### src/rtl/gray_frame_seq_pkg.sv
// gray_frame_seq_pkg
//   Shared definitions for the grayscale->sobel frame sequencer:
//   FSM state encoding (3 bits, IDLE=0 .. ABORTED=4) and the positions
//   of the end-of-line / end-of-frame tag bits above the pixel byte.
package gray_frame_seq_pkg;

  typedef enum logic [2:0] {
    ST_IDLE    = 3'd0,
    ST_RUN     = 3'd1,
    ST_FLUSH   = 3'd2,
    ST_DONE    = 3'd3,
    ST_ABORTED = 3'd4
  } seq_state_t;

  // Tag bits sit directly above the pixel: {eof, eol, pixel}.
  function automatic int unsigned eol_bit(input int unsigned dwidth);
    return dwidth;
  endfunction

  function automatic int unsigned eof_bit(input int unsigned dwidth);
    return dwidth + 1;
  endfunction

endpackage

### src/rtl/gray_frame_seq_pixel_xy_counter.sv
// pixel_xy_counter
//   Column/row position of the next pixel in a WIDTH x HEIGHT frame.
//   Ports:
//     clock, reset   rising-edge clock, async active-low reset
//     inc            advance one pixel (col wraps and bumps row; last pixel
//                    clears both)
//     clr            force col=row=0 (priority over inc)
//     col, row       current position
//     last_col       col == WIDTH-1
//     last_pix       last column of the last row
module pixel_xy_counter #(
  parameter int WIDTH  = 720,
  parameter int HEIGHT = 540,
  localparam int CW = $clog2(WIDTH),
  localparam int RW = $clog2(HEIGHT)
) (
  input  logic          clock,
  input  logic          reset,
  input  logic          inc,
  input  logic          clr,
  output logic [CW-1:0] col,
  output logic [RW-1:0] row,
  output logic          last_col,
  output logic          last_pix
);

  always_comb begin
    last_col = (col == CW'(WIDTH - 1));
    last_pix = last_col && (row == RW'(HEIGHT - 1));
  end

  always_ff @(posedge clock or negedge reset) begin
    if (!reset) begin
      col <= '0;
      row <= '0;
    end else if (clr) begin
      col <= '0;
      row <= '0;
    end else if (inc) begin
      if (last_pix) begin
        col <= '0;
        row <= '0;
      end else if (last_col) begin
        col <= '0;
        row <= row + RW'(1);
      end else begin
        col <= col + CW'(1);
      end
    end
  end

endmodule

### src/rtl/gray_frame_seq.sv
// gray_frame_seq
//   Moves exactly WIDTH*HEIGHT pixels from the grayscale output FIFO (FWFT)
//   to the sobel input FIFO, tagging each with {eof, eol}. An abort drains
//   the rest of the frame from the input FIFO so the stream stays aligned.
//   Ports:
//     clock, reset      rising-edge clock, async active-low reset
//     start, abort      1-cycle control pulses
//     busy              registered, high in RUN or FLUSH
//     frame_done        registered pulse after the last pixel is written
//     frame_aborted     registered pulse after the flush finishes
//     col, row          position of the next pixel
//     fifo_in_*         input FIFO (read strobe is combinational)
//     fifo_out_*        output FIFO (write strobe is combinational)
module gray_frame_seq
  import gray_frame_seq_pkg::*;
#(
  parameter int DWIDTH = 8,
  parameter int WIDTH  = 720,
  parameter int HEIGHT = 540,
  localparam int CW = $clog2(WIDTH),
  localparam int RW = $clog2(HEIGHT)
) (
  input  logic              clock,
  input  logic              reset,
  input  logic              start,
  input  logic              abort,
  output logic              busy,
  output logic              frame_done,
  output logic              frame_aborted,
  output logic [CW-1:0]     col,
  output logic [RW-1:0]     row,
  output logic              fifo_in_rd_en,
  input  logic [DWIDTH-1:0] fifo_in_dout,
  input  logic              fifo_in_empty,
  output logic              fifo_out_wr_en,
  output logic [DWIDTH+1:0] fifo_out_din,
  input  logic              fifo_out_full
);

  localparam int unsigned EOL_BIT = eol_bit(DWIDTH);
  localparam int unsigned EOF_BIT = eof_bit(DWIDTH);

  seq_state_t state, state_nxt;
  logic       xfer;
  logic       last_col;
  logic       last_pix;

  pixel_xy_counter #(
    .WIDTH (WIDTH),
    .HEIGHT(HEIGHT)
  ) u_xy (
    .clock   (clock),
    .reset   (reset),
    .inc     (fifo_in_rd_en),
    .clr     (state == ST_IDLE),
    .col     (col),
    .row     (row),
    .last_col(last_col),
    .last_pix(last_pix)
  );

  // Strobes: in RUN a pixel moves only when both sides are ready; in FLUSH
  // pixels are read and dropped.
  always_comb begin
    xfer           = (state == ST_RUN) && !fifo_in_empty && !fifo_out_full;
    fifo_out_wr_en = xfer;
    fifo_in_rd_en  = xfer || ((state == ST_FLUSH) && !fifo_in_empty);
  end

  always_comb begin
    fifo_out_din               = '0;
    fifo_out_din[DWIDTH-1:0]   = fifo_in_dout;
    fifo_out_din[EOL_BIT]      = last_col;
    fifo_out_din[EOF_BIT]      = last_pix;
  end

  // A final transfer wins over a coincident abort.
  always_comb begin
    state_nxt = state;
    unique case (state)
      ST_IDLE:    if (start && !abort) state_nxt = ST_RUN;
      ST_RUN: begin
        if (xfer && last_pix)  state_nxt = ST_DONE;
        else if (abort)        state_nxt = ST_FLUSH;
      end
      ST_FLUSH:   if (fifo_in_rd_en && last_pix) state_nxt = ST_ABORTED;
      ST_DONE:    state_nxt = ST_IDLE;
      ST_ABORTED: state_nxt = ST_IDLE;
      default:    state_nxt = ST_IDLE;
    endcase
  end

  // Status outputs are registered from the next state so they line up
  // exactly with the state they report.
  always_ff @(posedge clock or negedge reset) begin
    if (!reset) begin
      state         <= ST_IDLE;
      busy          <= 1'b0;
      frame_done    <= 1'b0;
      frame_aborted <= 1'b0;
    end else begin
      state         <= state_nxt;
      busy          <= (state_nxt == ST_RUN) || (state_nxt == ST_FLUSH);
      frame_done    <= (state_nxt == ST_DONE);
      frame_aborted <= (state_nxt == ST_ABORTED);
    end
  end

endmodule

### config.mk
export PLATFORM = sky130hd
export DESIGN_NAME = gray_frame_seq
export DESIGN_NICKNAME = d
export VERILOG_FILES = /design/src/rtl/gray_frame_seq_pkg.sv /design/src/rtl/gray_frame_seq_pixel_xy_counter.sv /design/src/rtl/gray_frame_seq.sv
export SDC_FILE = /design/constraint.sdc
export NUM_CORES = 1
export LEC_CHECK = 0
export BUFFER_PORTS_ARGS = -buffer_cell sky130_fd_sc_hd__buf_2
export CORE_MARGIN = 2
export CORE_UTILIZATION = 50
export DETAILED_ROUTE_END_ITERATION = 10
export PLACE_DENSITY = 0.9
export REMOVE_ABC_BUFFERS = 1
export SETUP_SLACK_MARGIN = 0.3
export SLEW_MARGIN = 20
export SYNTH_ARGS = -nofsm -noshare
export SYNTH_HDL_FRONTEND = slang
export SYNTH_SLANG_ARGS = --single-unit
### constraint.sdc
create_clock -name clock -period 2.15 [get_ports clock]
set_input_delay 0.3225 -clock clock [delete_from_list [all_inputs] [get_ports clock]]
set_output_delay 0.3225 -clock clock [all_outputs]
set_load 0.1 [all_outputs]
==> flow_summary_export.csv <==
group,metric,value,unit
outcome,status,"complete, no violations",
clock_tree,cts_buffers,3,
routing,vias_per_cell,6.078,
worst_setup_path,r2r_start,"u_xy.row[8]",
cells_and_area,drive_gt1_share,46.40,%
grt,grt_use_total,23.97,%
synth,ys.warnings.count,0,
sta,finalHoldViolCount,0,
pwr,ir_drop,0.0004713,V
floorplan,die_y,59.66,um
pwr,power_density,966.0,nW/um2
floorplan,die_w,59.66,um
min_path,min-delay-start,"fifo_out_full",
synth,synth_ff_type,"dfrtp_1",
clock_tree,clock-sinks,26,
grt,grt_overflow,0,
cells_and_area,antenna_cells,0,
placement,port-buffer-count,32,
clock_tree,cts_tree,"done",
placement,placed_area,1738,um2
synth,synth.avg_cell_area,9.166,um2
worst_setup_path,crit_path_start,"u_xy.row[8]",
sta,timing.hold.ws,0.2331,ns
pwr,total_power,2.081,mW
routing,ant_nets,0,
floorplan,coreArea,3003,um2
worst_setup_path,startpoint_type,"flop",
run,cap_violations,0,
synth,netlist_area,1549,um2
clock_tree,clock_path_buffers,2,
routing,vias,1550,
routing,route.final.wire_length,4395,um
routing,wl_per_cell,17.24,um
sta,finalClockSkew,0.004296,ns
sta,worst_slew_pin_slew,0.5775,ns
routing,drc,0,
worst_setup_path,crit_path_end_kind,"output pin",
worst_setup_path,critical_path.max_fanout,2,
routing,firstDrtPassIters,4,
worst_setup_path,crit_type,"reg2out",
sta,relSlewSlack,61.50,%
sta,drv_slew,0,
synth,ys_types,41,
floorplan,ios,49,
sta,fin_crit_sh,99.13,%
routing,drtIter0Drc,63,
cells_and_area,fin_area,2155,um2
sta,layout_min_cycle_time,2.131,ns
placement,place.detailed.hpwl,2522,um
clock_tree,clk_pin_slew,0.14,ns
floorplan,std_cell_rows,20,
grt,grt_antenna_before_repair,0,
min_path,hold_class,"in2reg",
cells_and_area,final_nets,239,
floorplan,initial_core_util,51.58,%
clock_tree,insertion_delay,0.33,ns
sta,fin_tns_setup,0,ns
clock_tree,cts-root-buf,"clkbuf_4",
floorplan,die_area,3559,um2
pwr,leakage,0.9947,nW
sta,setup_violations,0,
worst_setup_path,cp.required,1.83,ns
grt,grt_max_degree,27,
clock_tree,htree_levels,1,
grt,grt_pass1_wl,6444,um
cells_and_area,fin_util,71.75,%
sta,fmax,469.2,MHz
placement,finalWeightedCongestion,0.8793,
cells_and_area,area.growth.synth_to_final,39.10,%
synth,synth_enable_flop_cells,0,
synth,async_flop_share,100.0,%
worst_setup_path,arrival,1.81,ns
synth,ys_ff_latch,26,
synth,seq_area_frac_synth,42.00,%
sta,grt_setup_unrepaired,"yes",
grt,grt_pass1_vias,1389,
synth,syn_inst,169,
-- registers in the layout, indices dropped and copies added (netlist names) --
signal         cells
busy               1
frame_aborted      1
frame_done         1
state              3
u_xy.col          10
u_xy.row          10
-- worst paths after layout --
check	end	slack, ns	depth (start not counted)
min reg2reg	u_xy.col[9]	0.58	2
max	fifo_out_din[9]	0.02	5
min in group asynchronous	frame_done	0.51	2
max reg2reg	state[1]	0.05	7
max in group asynchronous	state[0]	1.23	2
min	frame_done	0.23	2
-- what timing repair did --
item,in CTS,in global routing
setup buffers,18,5
resized for setup,24,26
endpoints found under the hold margin,26,0
setup endpoints to repair,19,23
pin swaps,13,13
hold buffers,1,0
cloned,1,0
-- report_power, final --
part	leakage (nW)	internal [mW]	switching [mW]
clock network	0.0210	0.104	0.147
logic	0.620	0.452	0.791
registers	0.354	0.543	0.0443
-- placed cells by master, fill, tap and decap left out, drive strengths merged, types with 4 or more instances in the layout --
cell	netlist	final
nand2	11	11
or3	4	4
dfrtp	26	26
clkbuf	0	4
nand3	12	12
nor3	8	8
nor4	5	5
nor2	21	21
o21a	4	4
a21oi	5	5
inv	5	5
o21ai	8	8
buf	18	66
xnor2	5	5
xor2	5	5
-- through the flow --
step                setup slack (ns)  std cells
CTS                          0.05379        250
floorplan                     -3.736        151
detailed placement            0.1058        226
global route                -0.06868        255
global placement              0.1393        226
finish                       0.01868        255
-- layer usage --
metal / global-route usage, % / routed length, um / vias up
li1: - / - / 700
met1: 30.84 / 1882 / 759
met2: 38.66 / 2180 / 80
met3: 4.978 / 236 / 11
met4: 10.79 / 96 / 0
met5: 0 / 0 / -
-- cell usage after synthesis (2+ instances only) --
| cell type | instances | area share (%) |
|---|---|---|
| nor3_1 | 8 | 2.6 |
| and3_1 | 2 | 0.81 |
| a32oi_1 | 2 | 1.1 |
| nor2_1 | 21 | 5.1 |
| or2_1 | 2 | 0.81 |
| dfrtp_1 | 26 | 42 |
| buf_2 | 4 | 1.3 |
| buf_6 | 2 | 1.5 |
| o41ai_1 | 2 | 1.1 |
| o21ai_0 | 7 | 2.3 |
| nand2_1 | 11 | 2.7 |
| xnor2_1 | 5 | 2.8 |
| nor4_1 | 5 | 2.0 |
| ha_1 | 2 | 1.6 |
| or3_1 | 4 | 1.6 |
| xor2_1 | 5 | 2.8 |
| nand3_1 | 11 | 3.6 |
| a21oi_1 | 4 | 1.3 |
| nand4_1 | 3 | 1.2 |
| nand4b_1 | 2 | 1.1 |
| o21a_1 | 4 | 1.9 |
| buf_4 | 12 | 5.8 |
| inv_1 | 5 | 1.2 |
| a22o_1 | 3 | 1.7 |
-- critical path, cell delays in order, from the launching register on --
cell	delay (ns)
dfrtp_1	0.40
or4bb_1	0.52
nor2_2	0.14
nand3_2	0.13
inv_2	0.11
buf_12	0.17
-- kinds of logic (layout without fill, tap and decap cells) --
kind of cell	count (synthesis)	count (layout)	share of synthesized area, %
AOI/OAI and AO/OA	31	31	14.86
xor gates and xnor gates	10	10	5.654
adders and majority gates	2	2	1.615
buffers and inverters	23	76	9.774
DFF	26	26	42.00
and+or+nand+nor	77	77	26.09
-- cell type report --
type                            instances  area (um2)
Tap cell                               33       41.29
Inverter                                5       18.77
Multi-Input combinational cell        120       900.9
Fill cell                             200       848.3
Timing Repair Buffer                   67       504.2
Sequential cell                        26       653.1
Clock buffer                            4       36.28
(Power assumes the default switching activity.)
